===== config.mk =====
export PLATFORM = sky130hd
export DESIGN_NAME = step_phase_decoder
export DESIGN_NICKNAME = d
export VERILOG_FILES = /design/src/rtl/step_phase_decoder.sv
export SDC_FILE = /design/constraint.sdc
export NUM_CORES = 1
export LEC_CHECK = 0
export BUFFER_PORTS_ARGS = -buffer_cell sky130_fd_sc_hd__buf_2
export CAP_MARGIN = 20
export CORE_ASPECT_RATIO = 1.1
export CORE_MARGIN = 1.5
export CORE_UTILIZATION = 38
export CTS_CLUSTER_DIAMETER = 200
export CTS_CLUSTER_SIZE = 30
export DETAILED_ROUTE_END_ITERATION = 8
export PLACE_DENSITY = 0.55
export SYNTH_ARGS = -nofsm -noshare
export SYNTH_HDL_FRONTEND = slang
export SYNTH_SLANG_ARGS = --single-unit
export TNS_END_PERCENT = 50

===== constraint.sdc =====
create_clock -name clk -period 10.1 [get_ports clk]
set_clock_uncertainty 0.05 [all_clocks]
set_input_delay 0 -clock clk [delete_from_list [all_inputs] [get_ports clk]]
set_output_delay 0 -clock clk [all_outputs]
set_load 0.005 [all_outputs]

===== src/rtl/step_phase_decoder.sv =====
// Stepper coil phase decoder.
// Synchronizes the four coil drive lines, debounces the code and tracks the
// one-hot phase sequence to keep a signed net step count, flagging skipped
// steps and illegal coil patterns.
module step_phase_decoder #(
    parameter int unsigned POS_WIDTH     = 16,
    parameter int unsigned STABLE_CYCLES = 4
) (
    input  logic                        clk,
    input  logic                        rst,
    input  logic [3:0]                  phase_in,
    input  logic                        clear,
    output logic signed [POS_WIDTH-1:0] position,
    output logic                        dir,
    output logic                        step_pulse,
    output logic                        err_pulse,
    output logic [7:0]                  err_count,
    output logic                        locked,
    output logic                        idle
);

    // Wide enough to hold STABLE_CYCLES itself.
    localparam int unsigned CntW = (STABLE_CYCLES < 1) ? 1 : $clog2(STABLE_CYCLES + 1);

    typedef enum logic [0:0] {
        StUnlocked,
        StLocked
    } state_e;

    // Synchronizer and filter state
    logic [3:0]          sync1_q;
    logic [3:0]          sync2_q;
    logic [3:0]          cand_q;
    logic [3:0]          accepted_q;
    logic [CntW-1:0]     stable_cnt_q;
    logic                accept_fire;

    // Tracker state and registered outputs
    state_e              state_q;
    logic [1:0]          ref_idx_q;
    logic [POS_WIDTH-1:0] pos_q;
    logic                dir_q;
    logic                step_q;
    logic                err_q;
    logic [7:0]          err_count_q;
    logic                idle_q;

    // Decode of the candidate being accepted
    logic                code_legal;
    logic [1:0]          code_idx;
    logic [1:0]          delta;
    logic                ev_lock;
    logic                ev_fwd;
    logic                ev_rev;
    logic                ev_skip;
    logic                ev_illegal;
    logic                ev_any_err;

    // The candidate is accepted once it has been stable long enough and is a new code.
    assign accept_fire = (stable_cnt_q == CntW'(STABLE_CYCLES)) && (cand_q != accepted_q);

    // Two-flop synchronizer followed by the stability filter.
    always_ff @(posedge clk) begin
        if (rst) begin
            sync1_q      <= 4'b0000;
            sync2_q      <= 4'b0000;
            cand_q       <= 4'b0000;
            accepted_q   <= 4'b0000;
            stable_cnt_q <= '0;
        end else begin
            sync1_q <= phase_in;
            sync2_q <= sync1_q;
            if (sync2_q != cand_q) begin
                // A fresh code counts as its first matching cycle.
                cand_q       <= sync2_q;
                stable_cnt_q <= CntW'(1);
            end else if (stable_cnt_q != CntW'(STABLE_CYCLES)) begin
                stable_cnt_q <= stable_cnt_q + CntW'(1);
            end
            if (accept_fire) begin
                accepted_q <= cand_q;
            end
        end
    end

    // Map the candidate code to its phase index.
    always_comb begin
        code_legal = 1'b1;
        code_idx   = 2'd0;
        case (cand_q)
            4'b1000: code_idx = 2'd0;
            4'b0100: code_idx = 2'd1;
            4'b0010: code_idx = 2'd2;
            4'b0001: code_idx = 2'd3;
            default: code_legal = 1'b0;
        endcase
    end

    // Distance from the reference phase, wrapping mod 4.
    assign delta = code_idx - ref_idx_q;

    // Classify the acceptance event against the current tracker state.
    always_comb begin
        ev_lock    = 1'b0;
        ev_fwd     = 1'b0;
        ev_rev     = 1'b0;
        ev_skip    = 1'b0;
        ev_illegal = 1'b0;
        if (accept_fire && (cand_q != 4'b0000)) begin
            if (!code_legal) begin
                // Illegal patterns only matter once a reference is held.
                ev_illegal = (state_q == StLocked);
            end else if (state_q == StUnlocked) begin
                ev_lock = 1'b1;
            end else begin
                // Delta 0 occurs only when returning from 0000 to the retained phase.
                case (delta)
                    2'd1:    ev_fwd  = 1'b1;
                    2'd3:    ev_rev  = 1'b1;
                    2'd2:    ev_skip = 1'b1;
                    default: ;
                endcase
            end
        end
    end

    assign ev_any_err = ev_skip | ev_illegal;

    // Tracker FSM with registered step/error strobes, position and error count.
    always_ff @(posedge clk) begin
        if (rst) begin
            state_q     <= StUnlocked;
            ref_idx_q   <= 2'd0;
            pos_q       <= '0;
            dir_q       <= 1'b0;
            step_q      <= 1'b0;
            err_q       <= 1'b0;
            err_count_q <= 8'd0;
            idle_q      <= 1'b1;
        end else begin
            step_q <= ev_fwd | ev_rev;
            err_q  <= ev_any_err;

            if (accept_fire) begin
                idle_q <= (cand_q == 4'b0000);
            end

            case (state_q)
                StUnlocked: begin
                    if (ev_lock) begin
                        state_q <= StLocked;
                    end
                end
                StLocked: begin
                    if (ev_illegal) begin
                        state_q <= StUnlocked;
                    end
                end
                default: state_q <= StUnlocked;
            endcase

            if (ev_lock || ev_fwd || ev_rev || ev_skip) begin
                ref_idx_q <= code_idx;
            end

            if (ev_fwd) begin
                dir_q <= 1'b1;
            end else if (ev_rev) begin
                dir_q <= 1'b0;
            end

            // Clear wins over a coincident step; the strobe and dir still update.
            if (clear) begin
                pos_q <= '0;
            end else if (ev_fwd) begin
                pos_q <= pos_q + POS_WIDTH'(1);
            end else if (ev_rev) begin
                pos_q <= pos_q - POS_WIDTH'(1);
            end

            if (ev_any_err && (err_count_q != 8'hFF)) begin
                err_count_q <= err_count_q + 8'd1;
            end
        end
    end

    assign position   = pos_q;
    assign dir        = dir_q;
    assign step_pulse = step_q;
    assign err_pulse  = err_q;
    assign err_count  = err_count_q;
    assign locked     = (state_q == StLocked);
    assign idle       = idle_q;

endmodule


==> flow_summary.json <==
{
  "finalSetupViolCount": 0,
  "arrival_ps": 4380,
  "synth_cell_type_count": 54,
  "finalCritPeriodShare_pct": 41.4,
  "final_layout_size_suffix_gt1_share_pct": 14.6,
  "clockBufferDepth": 2,
  "p_leak_nw": 1.31,
  "min_period_ps": 4190,
  "slew_viol_final": 0,
  "async_flop_share_pct": 0,
  "criticalPathCategory": "reg2reg",
  "violations": "DRC",
  "switching_power_w": 0.0000821,
  "vias": 2326,
  "rr_worst_depth": 14,
  "cts_buffers": 5,
  "fmax_mhz": 239,
  "ys_warn_count": 0,
  "status": "complete, but fails checks",
  "coreArea_sq_um": 7130,
  "r2r-end": "position[12]",
  "endpoint": "position[12]",
  "yosys.area.top_type_share_pct": 35.3,
  "clock_power_share_pct": 34.9,
  "drc": 2,
  "die_x_um": 85.4,
  "final_cells": 449,
  "gr-usage-all-layers_pct": 14.3,
  "regArea_sq_um": 1000,
  "hold_viol_final": 0,
  "grt_pass1_vias": 2103,
  "antennaDiodeCount": 0,
  "gp_congestion": 0.793,
  "drtPass1Iterations": 6,
  "hpwl_mm": 3.94,
  "hold_buffers": 5,
  "rows": 32,
  "multiInputGateArea_sq_um": 1700,
  "cts-htree-levels": 2,
  "cp_data_required_time_ps": 10300,
  "die_y_um": 93.7,
  "synth_top_area_cell": "dfxtp_1",
  "ir_drop_v": 0.0000933,
  "clk_root_buffer_cell": "clkbuf_8",
  "cts.clk_slew.worst_paths_ps": 90,
  "yosysSeqAreaShare_pct": 35.3,
  "syn_inst": 331,
  "combPwrFrac_pct": 5.5,
  "dp_cells": 436,
  "startpoint": "cand_q[2]",
  "wl_per_cell_um": 12.1,
  "start_util_pct": 39.8,
  "nets": 389,
  "drt-initial-drc-count": 74,
  "antenna_left": 0,
  "antenna_found_initial": 0,
  "post_cts_buffers": 0,
  "ys_ff_latch": 50,
  "rrSetupSlack_ps": 5910,
  "io_buffer_count": 35,
  "cp-end-kind": "flop",
  "switching_share_pct": 24.2,
  "p_int_w": 0.000257,
  "synth_area_sq_um": 2840,
  "drt-total-wl_mm": 5.44,
  "synthesis.nets": 357,
  "grt_max_degree": 42,
  "p_seq_share_pct": 59.6,
  "path_max_fanout": 17,
  "start_kind": "flop",
  "die-area_sq_um": 8000,
  "max_cap_violations": 0,
  "total_power_w": 0.000339,
  "grt_first_pass_wirelength_mm": 9.31,
  "nFillCells": 715,
  "slew_headroom_pct": 35.8,
  "rsz0062_at_grt": "false",
  "clk_latency_ps": 310,
  "synth-edff-count": 0,
  "synth-main-ff-cell": "dfxtp_1",
  "cts_resized": 0,
  "clock_sinks": 50,
  "power_density_nw_per_um2": 107,
  "grt_overflow_total": 0,
  "worst_pin_slew_ps": 959,
  "io_pins": 36,
  "cts_tree": "yes",
  "avgSynthCellArea_sq_um": 8.58,
  "hp-class": "in2reg",
  "syn_to_final_growth_pct": 11.5,
  "post_drt_via_cell_ratio": 5.18,
  "r2r_start": "cand_q[2]",
  "synthTopCellsByArea": "dfxtp_1 35%, ha_1 7.9%, a21oi_1 5.6%, xnor2_1 5.6%, nand2_1 5.0%",
  "setup_tns_ps": 0
}
cells in the final DEF (no fill, tap or decap), types with 10 or more instances in the layout:
master	count
xnor2_1	18
nor2b_1	16
nand2b_1	10
ha_1	18
nor2_1	20
nand3_1	13
nand2_1	38
o21ai_0	16
dfxtp_1	50
a21oi_1	32
inv_1	11
buf_2	35
logic make-up after synthesis:
family	after synthesis	synth area share [%]
and+or+nand+nor	129	23.2
AOI/OAI and AO/OA	75	17.7
DFF	50	35.3
buffers and inverters	26	4.76
xor gates and xnor gates	21	6.48
adders and majority gates	19	8.64
muxes	11	4.01
metrics by stage:
step	setup WS (ps)	area, sq um	hold WS, ps	utilization (%)
4_1_cts	5890	3160	184	44.4
3_5_place_dp	5920	3030	168	42.5
5_1_grt	5520	3160	213	44.4
2_1_floorplan	6390	2840	78.2	-
3_3_place_gp	6010	3030	160	42.5
6_report	5910	3160	174	44.4
layout make-up:
class	instances	share of cell area [%]
clock buffers	5	2.17
flip-flops and latches	50	31.6
well taps	85	3.36
inverters	11	1.30
multi-input cells	255	53.8
clock inverters	3	0.593
repair buffers	40	7.12
synth_stat cells (all sizes together) (3+ instances only):
cell type / number
ha: 18
or4: 3
nor4: 3
nor3: 7
xnor2: 18
or3: 3
mux2i: 8
mux2: 3
nand4: 5
clkbuf: 6
inv: 11
nand2: 40
a211oi: 3
nand3: 13
nor2b: 16
o21ai: 16
xor2: 3
a21o: 3
o211ai: 3
dfxtp: 50
nor2: 20
nand2b: 10
buf: 9
a21oi: 32
critical path: stages, from the launching register on:
cell	delay [ps]
dfxtp_1	580
xnor2_1	100
nor3_1	210
inv_1	70
ha_1	190
xnor2_1	130
or4_4	430
a211o_1	550
ha_1	450
nand2b_1	110
a21oi_1	310
o2111a_1	310
o221ai_1	140
or4_1	410
nand3_1	80
worst min-delay path by stage:
stage,startpoint,end,slack (ps),cells after the start
CTS,rst,ref_idx_q[1],180,2
detailed placement,phase_in[1],sync1_q[1],170,2
global route,rst,stable_cnt_q[0],210,2
floorplan,phase_in[0],sync1_q[0],80,1
global placement,phase_in[0],sync1_q[0],160,2
finish,rst,ref_idx_q[0],170,2
flip-flops by register name, indices dropped and copies added, names as in the netlist, named ones only:
name / count
cand_q: 4
idle: 1
sync2_q: 4
sync1_q: 4
step_pulse: 1
err_pulse: 1
err_count: 8
dir: 1
position: 16
ref_idx_q: 2
stable_cnt_q: 3
accepted_q: 4
power by group through the flow:
stage / logic (W) / clock network, W / registers [W]
3_5_place_dp: 0.0000174 / 0 / 0.000207
2_1_floorplan: 0.0000155 / 0 / 0.000205
4_1_cts: 0.0000189 / 0.000124 / 0.000202
5_1_grt: 0.0000208 / 0.000132 / 0.000203
3_3_place_gp: 0.0000173 / 0 / 0.000207
6_report: 0.0000185 / 0.000119 / 0.000202
metal layers:
| layer | global-route usage [%] | wire length, um | vias up |
|---|---|---|---|
| met2 | 25.3 | 2590 | 36 |
| li1 | - | - | 1227 |
| met4 | 4.84 | 76 | 0 |
| met3 | 3.34 | 194 | 6 |
| met1 | 16.8 | 2590 | 1057 |
| met5 | 0 | 0 | - |
Note: power is estimated with default switching activity, not from simulation.
